==> src/rtl/stage5_bsn_track.sv <==
// stage5_bsn_track
//   Stage-5 BSN field extractor and tracker, NUM_CH channels per beat.
//   For each channel whose mux/type controls select an N-type M-subtype
//   message, the BSN field is pulled out of the message and classified
//   against that channel's previous BSN as FIRST / ADVANCE / REPEAT / JUMP.
//   Jumps are counted per channel with a saturating counter. Results sit in a
//   single output register stage behind a valid/ready handshake.
// Ports
//   clk, rst_n   clock, synchronous active-low reset
//   in_valid     input beat valid; in_ready: beat accepted this cycle
//   message      NUM_CH messages, channel i at [i*MSG_BITS +: MSG_BITS]
//   mux_ctrl     per-channel message mux control (MUX_W bits each)
//   ntype_ctrl   per-channel N type control (NT_W bits each)
//   clear_hist   per-channel history clear, acts every cycle
//   out_valid    output beat valid; out_ready: downstream accepts
//   bsn          per-channel extracted BSN, DEF_INFOR when not hit
//   bsn_hit      per-channel hit flag
//   bsn_stat     per-channel class: 00 FIRST, 01 ADVANCE, 10 REPEAT, 11 JUMP
//   jump_cnt     per-channel saturating jump counter
module stage5_bsn_track #(
  parameter int NUM_CH    = 3,
  parameter int MSG_BITS  = 256,
  parameter int BSN_BITS  = 7,
  parameter int BSN_MSB   = 23,
  parameter int MUX_W     = 2,
  parameter int NT_W      = 2,
  parameter int MUX_N_VAL = 1,
  parameter int NT_M_VAL  = 1,
  parameter int DEF_INFOR = 0,
  parameter int CNT_W     = 8
) (
  input  logic                         clk,
  input  logic                         rst_n,
  input  logic                         in_valid,
  output logic                         in_ready,
  input  logic [NUM_CH*MSG_BITS-1:0]   message,
  input  logic [NUM_CH*MUX_W-1:0]      mux_ctrl,
  input  logic [NUM_CH*NT_W-1:0]       ntype_ctrl,
  input  logic [NUM_CH-1:0]            clear_hist,
  output logic                         out_valid,
  input  logic                         out_ready,
  output logic [NUM_CH*BSN_BITS-1:0]   bsn,
  output logic [NUM_CH-1:0]            bsn_hit,
  output logic [NUM_CH*2-1:0]          bsn_stat,
  output logic [NUM_CH*CNT_W-1:0]      jump_cnt
);

  localparam logic [BSN_BITS-1:0] DEF_V    = BSN_BITS'(DEF_INFOR);
  localparam logic [MUX_W-1:0]    MUX_SEL  = MUX_W'(MUX_N_VAL);
  localparam logic [NT_W-1:0]     NT_SEL   = NT_W'(NT_M_VAL);
  localparam logic [1:0]          ST_FIRST = 2'b00;
  localparam logic [1:0]          ST_ADV   = 2'b01;
  localparam logic [1:0]          ST_REP   = 2'b10;
  localparam logic [1:0]          ST_JUMP  = 2'b11;

  function automatic logic [CNT_W-1:0] sat_inc(input logic [CNT_W-1:0] c);
    return (&c) ? c : c + 1'b1;
  endfunction

  logic                       out_valid_q, out_valid_d;
  logic [NUM_CH*BSN_BITS-1:0] bsn_q, bsn_d;
  logic [NUM_CH-1:0]          hit_q, hit_d;
  logic [NUM_CH*2-1:0]        stat_q, stat_d;
  logic [NUM_CH*CNT_W-1:0]    cnt_q, cnt_d;
  logic [NUM_CH*BSN_BITS-1:0] hist_bsn_q, hist_bsn_d;
  logic [NUM_CH-1:0]          hist_vld_q, hist_vld_d;
  logic                       accept;

  // Only the BSN field of each message is consumed.
  logic unused_msg;
  assign unused_msg = ^message;

  assign in_ready = !out_valid_q || out_ready;
  assign accept   = in_valid && in_ready;

  always_comb begin
    logic                hit_c;
    logic [BSN_BITS-1:0] new_c;
    logic [BSN_BITS-1:0] adv_c;
    logic [BSN_BITS-1:0] hist_c;
    logic [CNT_W-1:0]    cnt_c;
    logic [1:0]          st_c;
    out_valid_d = out_valid_q;
    bsn_d       = bsn_q;
    hit_d       = hit_q;
    stat_d      = stat_q;
    cnt_d       = cnt_q;
    hist_bsn_d  = hist_bsn_q;
    hist_vld_d  = hist_vld_q;
    hit_c       = 1'b0;
    new_c       = '0;
    adv_c       = '0;
    hist_c      = '0;
    cnt_c       = '0;
    st_c        = ST_FIRST;

    if (accept)         out_valid_d = 1'b1;
    else if (out_ready) out_valid_d = 1'b0;

    for (int i = 0; i < NUM_CH; i++) begin
      hit_c  = (mux_ctrl[i*MUX_W +: MUX_W] == MUX_SEL) &&
               (ntype_ctrl[i*NT_W +: NT_W] == NT_SEL);
      new_c  = message[i*MSG_BITS + BSN_MSB -: BSN_BITS];
      hist_c = hist_bsn_q[i*BSN_BITS +: BSN_BITS];
      adv_c  = hist_c + 1'b1;
      // A clear in the same cycle wipes the counter before the hit is judged.
      cnt_c  = clear_hist[i] ? '0 : cnt_q[i*CNT_W +: CNT_W];
      st_c   = ST_FIRST;

      if (accept && hit_c) begin
        if (clear_hist[i] || !hist_vld_q[i]) st_c = ST_FIRST;
        else if (new_c == hist_c)            st_c = ST_REP;
        else if (new_c == adv_c)             st_c = ST_ADV;
        else begin
          st_c  = ST_JUMP;
          cnt_c = sat_inc(cnt_c);
        end
        hist_bsn_d[i*BSN_BITS +: BSN_BITS] = new_c;
        hist_vld_d[i]                      = 1'b1;
        cnt_d[i*CNT_W +: CNT_W]            = cnt_c;
      end else if (clear_hist[i]) begin
        hist_vld_d[i]           = 1'b0;
        cnt_d[i*CNT_W +: CNT_W] = '0;
      end

      if (accept) begin
        bsn_d[i*BSN_BITS +: BSN_BITS] = hit_c ? new_c : DEF_V;
        hit_d[i]                      = hit_c;
        stat_d[i*2 +: 2]              = hit_c ? st_c : ST_FIRST;
      end
    end
  end

  always_ff @(posedge clk) begin
    if (!rst_n) begin
      out_valid_q <= 1'b0;
      bsn_q       <= {NUM_CH{DEF_V}};
      hit_q       <= '0;
      stat_q      <= '0;
      cnt_q       <= '0;
      hist_bsn_q  <= '0;
      hist_vld_q  <= '0;
    end else begin
      out_valid_q <= out_valid_d;
      bsn_q       <= bsn_d;
      hit_q       <= hit_d;
      stat_q      <= stat_d;
      cnt_q       <= cnt_d;
      hist_bsn_q  <= hist_bsn_d;
      hist_vld_q  <= hist_vld_d;
    end
  end

  assign out_valid = out_valid_q;
  assign bsn       = bsn_q;
  assign bsn_hit   = hit_q;
  assign bsn_stat  = stat_q;
  assign jump_cnt  = cnt_q;

endmodule
==> config.mk <==
export PLATFORM = sky130hd
export DESIGN_NAME = stage5_bsn_track
export DESIGN_NICKNAME = d
export VERILOG_FILES = /design/src/rtl/stage5_bsn_track.sv
export SDC_FILE = /design/constraint.sdc
export NUM_CORES = 1
export LEC_CHECK = 0
export ABC_AREA = 0
export CELL_PAD_IN_SITES_DETAIL_PLACEMENT = 1
export CELL_PAD_IN_SITES_GLOBAL_PLACEMENT = 1
export CORE_AREA = 5 5 329 331
export DETAILED_ROUTE_END_ITERATION = 8
export DIE_AREA = 0 0 334 336
export PLACE_DENSITY = 0.45
export SLEW_MARGIN = 15
export SYNTH_ARGS = -nofsm -noshare
export SYNTH_HDL_FRONTEND = slang
export SYNTH_SLANG_ARGS = --single-unit
==> constraint.sdc <==
create_clock -name clk -period 2.6 [get_ports clk]
set_input_delay 0.39 -clock clk [delete_from_list [all_inputs] [get_ports clk]]
set_output_delay 0.39 -clock clk [all_outputs]
set_load 0.01 [all_outputs]
==> results.sh <==
export IMPL_synthCells=490
export IMPL_grt_usage_pct=3.60
export IMPL_synth_net_count=1283
export IMPL_fin_nets=1423
export IMPL_yosysUniqueCellTypes=58
export IMPL_placed_cells=2007
export IMPL_dp_hpwl_um=16000
export IMPL_cp_start_kind="input port"
export IMPL_rows=119
export IMPL_final_common_cell="clkdlybuf4s50_1"
export IMPL_r2r_end="jump_cnt[7]"
export IMPL_utilization_pct=7.17
export IMPL_clk_pin_slew_worst_paths_ns=0.07
export IMPL_vias=4151
export IMPL_dieArea_mm2=0.112
export IMPL_area_growth_syn_to_layout_pct=86.1
export IMPL_antenna_found_initial=6
export IMPL_ios=843
export IMPL_r2r_start="hist_bsn_q[1]"
export IMPL_path_class="input port to register"
export IMPL_ant_nets=0
export IMPL_grt_start_max_net_pins=39
export IMPL_ys_warn_count=0
export IMPL_max_freq_mhz=394
export IMPL_port_buffers=95
export IMPL_routed_via_density=2.05
export IMPL_core_mm2=0.105
export IMPL_die_h_um=336
export IMPL_route_detailed_drc=0
export IMPL_reg2reg_depth=10
export IMPL_routedWlPerCell_um=9.84
export IMPL_drive_gt1_share_pct=14.3
export IMPL_hp_start="message[23]"
export IMPL_synth_top_area_share_pct=39.2
export IMPL_whs_endpoint="bsn[6]"
export IMPL_postCtsHoldBufs=0
export IMPL_p_leak_nw=2.13
export IMPL_power_density_mw_per_mm2=379
export IMPL_clock_latency_ns=0.38
export IMPL_end_kind="register"
export IMPL_fin_crit_sh_pct=97.6
export IMPL_htreeDepth=3
export IMPL_synth_area_leaders="dfxtp_1, a21oi_1, nand2_1"
export IMPL_initial_core_util_pct=3.85
export IMPL_cp_required_ns=2.87
export IMPL_drv_slew=0
export IMPL_drt_pass1_iterations=4
export IMPL_final_cell_mix="clkdlybuf4s50_1, nand2_1, dfxtp_1"
export IMPL_cp_arrival_ns=2.81
export IMPL_cts_buffers=9
export IMPL_final_cell_count_no_fill=2027
export IMPL_maxCapViolations=0
export IMPL_grt_overflow_total=0
export IMPL_syn_cell_area_mm2=0.00404
export IMPL_worst_clock_skew_ns=0.00720
export IMPL_max_slew_margin_pct=53.0
export IMPL_synth_largest_area_cell="dfxtp_1"
export IMPL_cts_num_sinks=79
export IMPL_ys_seq_elements=79
export IMPL_ys_flop_type="dfxtp_1"
export IMPL_ys_async_sr_fraction_pct=0
export IMPL_rsz0062_at_grt="no"
export IMPL_tightest_slew_ns=0.696
export IMPL_max_vdd_ir_drop_v=0.000219
export IMPL_first_iter_violations=175
export IMPL_synth_enable_flop_cells=0
export IMPL_hold_viol=0
export IMPL_grt_pass1_wl_um=29200
export IMPL_status="finished clean"
export IMPL_die_x_um=334
export IMPL_cts_root_buf="clkbuf_16"
export IMPL_gp_congestion=0.717
export IMPL_rrSetupSlack_ns=0.14
export IMPL_yosysSeqAreaShare_pct=39.2
export IMPL_synth_avg_cell_area_um2=8.24
export IMPL_drt_wl_total_um=20000
export IMPL_setup_tns_ns=0
export IMPL_crit_fanout=6
export IMPL_cts_tree="built"
export IMPL_hp_class="input port to register"
export IMPL_whs_path_depth=3
export IMPL_finalCriticalPeriod_ns=2.54
export IMPL_grt_pass1_vias=4418
export IMPL_cts_buffer_depth=2
export IMPL_setup_viol=0
-- flip-flops by register name, summed over array words and instances, names as in the netlist --
name,flops
bsn_stat,6
bsn,21
hist_vld_q,3
out_valid,1
jump_cnt,24
bsn_hit,3
hist_bsn_q,21
-- per-stage QoR --
step | setup WS [ns] | power, mW | hold slack [ns] | instance area, um^2
after floorplan | 0.352 | 1.35 | 0.449 | 4040
after global placement | -0.550 | 1.52 | 0.443 | 7110
after detailed placement | -0.569 | 1.52 | 0.452 | 7110
after CTS | 0.00735 | 2.96 | 0.462 | 7440
after global routing | 0.00137 | 3.02 | 0.402 | 7510
final | 0.0631 | 2.84 | 0.384 | 7520
-- cells in the mapped netlist, types with 3 or more instances --
cell      count
or4b_1        4
xor2_1       17
or3_1        12
nand4b_1      3
o31ai_1       4
or4_1         5
o21ai_0      14
a31oi_2       3
nand3_1      23
nor2_1       15
nand4_1       5
nor3b_1       3
nor2b_1      23
inv_1         7
nand2b_1      5
a21oi_1      71
a31oi_1       3
ha_1          6
xnor2_1      14
o21ai_1       4
and3_1       13
and2_1        3
mux2i_1       4
clkbuf_1     19
nand2_1      84
o211ai_1      3
dfxtp_1      79
-- critical path, stage by stage --
cell,delay [ns]
clkdlybuf4s50_1,0.39
and4bb_4,0.40
nand3_2,0.09
buf_6,0.15
a311oi_4,0.32
o41ai_4,0.15
buf_12,0.16
buf_4,0.13
or4b_1,0.45
and3_1,0.17
-- how the worst max path moves through the flow --
stage	from	endpoint	slack, ns	depth (start not counted)
after floorplan	hist_bsn_q[1]	jump_cnt[7]	0.35	8
after global placement	message[23]	jump_cnt[7]	-0.55	8
after detailed placement	message[23]	jump_cnt[7]	-0.57	8
after CTS	mux_ctrl[1]	jump_cnt[7]	0.007	10
after global routing	ntype_ctrl[1]	jump_cnt[7]	0.001	10
final	ntype_ctrl[1]	jump_cnt[7]	0.06	10
-- final cells by class --
class	count	area, um^2
diodes	1	2.50
clock buffers	11	253
clock inverters	5	41.3
fillers	12500	97300
inverters	8	30.0
multi-input cells	381	2400
flip-flops and latches	79	1580
well taps	1391	1740
repair buffers	151	1460
-- cell families (layout without fill, tap and decap cells) --
logic type      Yosys count  count (layout)  share of synthesized area, %
compound gates          121             121                          18.5
xor+xnor                 32              32                          7.31
fa+ha+maj                 6               6                          1.86
buf+inv                  30             175                          3.04
flops                    79              79                          39.2
mux                       4               4                         0.992
other cells               0               1                             0
simple gates            218             218                          29.1
-- metal layers --
metal	vias to the layer above	global-route usage [%]	share of wire (%)
met5	-	0	0
met4	0	0.744	0.92
met3	11	1.97	10
met2	105	4.96	39
met1	2001	4.90	50
li1	2034	-	-
-- what timing repair did --
action                                  in CTS  in global routing
endpoints found under the setup margin       8                  4
cloned                                       0                  0
pin swaps                                    1                  5
buffers inserted                             2                  1
resized for setup                            3                 10
-- where the power goes --
part	internal [mW]	leakage, nW	switching (mW)	total [mW]
Clock	0.708	0.144	0.638	1.35
Combinational	0.129	1.34	0.144	0.273
Sequential	1.22	0.637	0.00777	1.23
Total	2.05	2.13	0.790	2.84
Note: power is estimated with default switching activity, not from simulation.
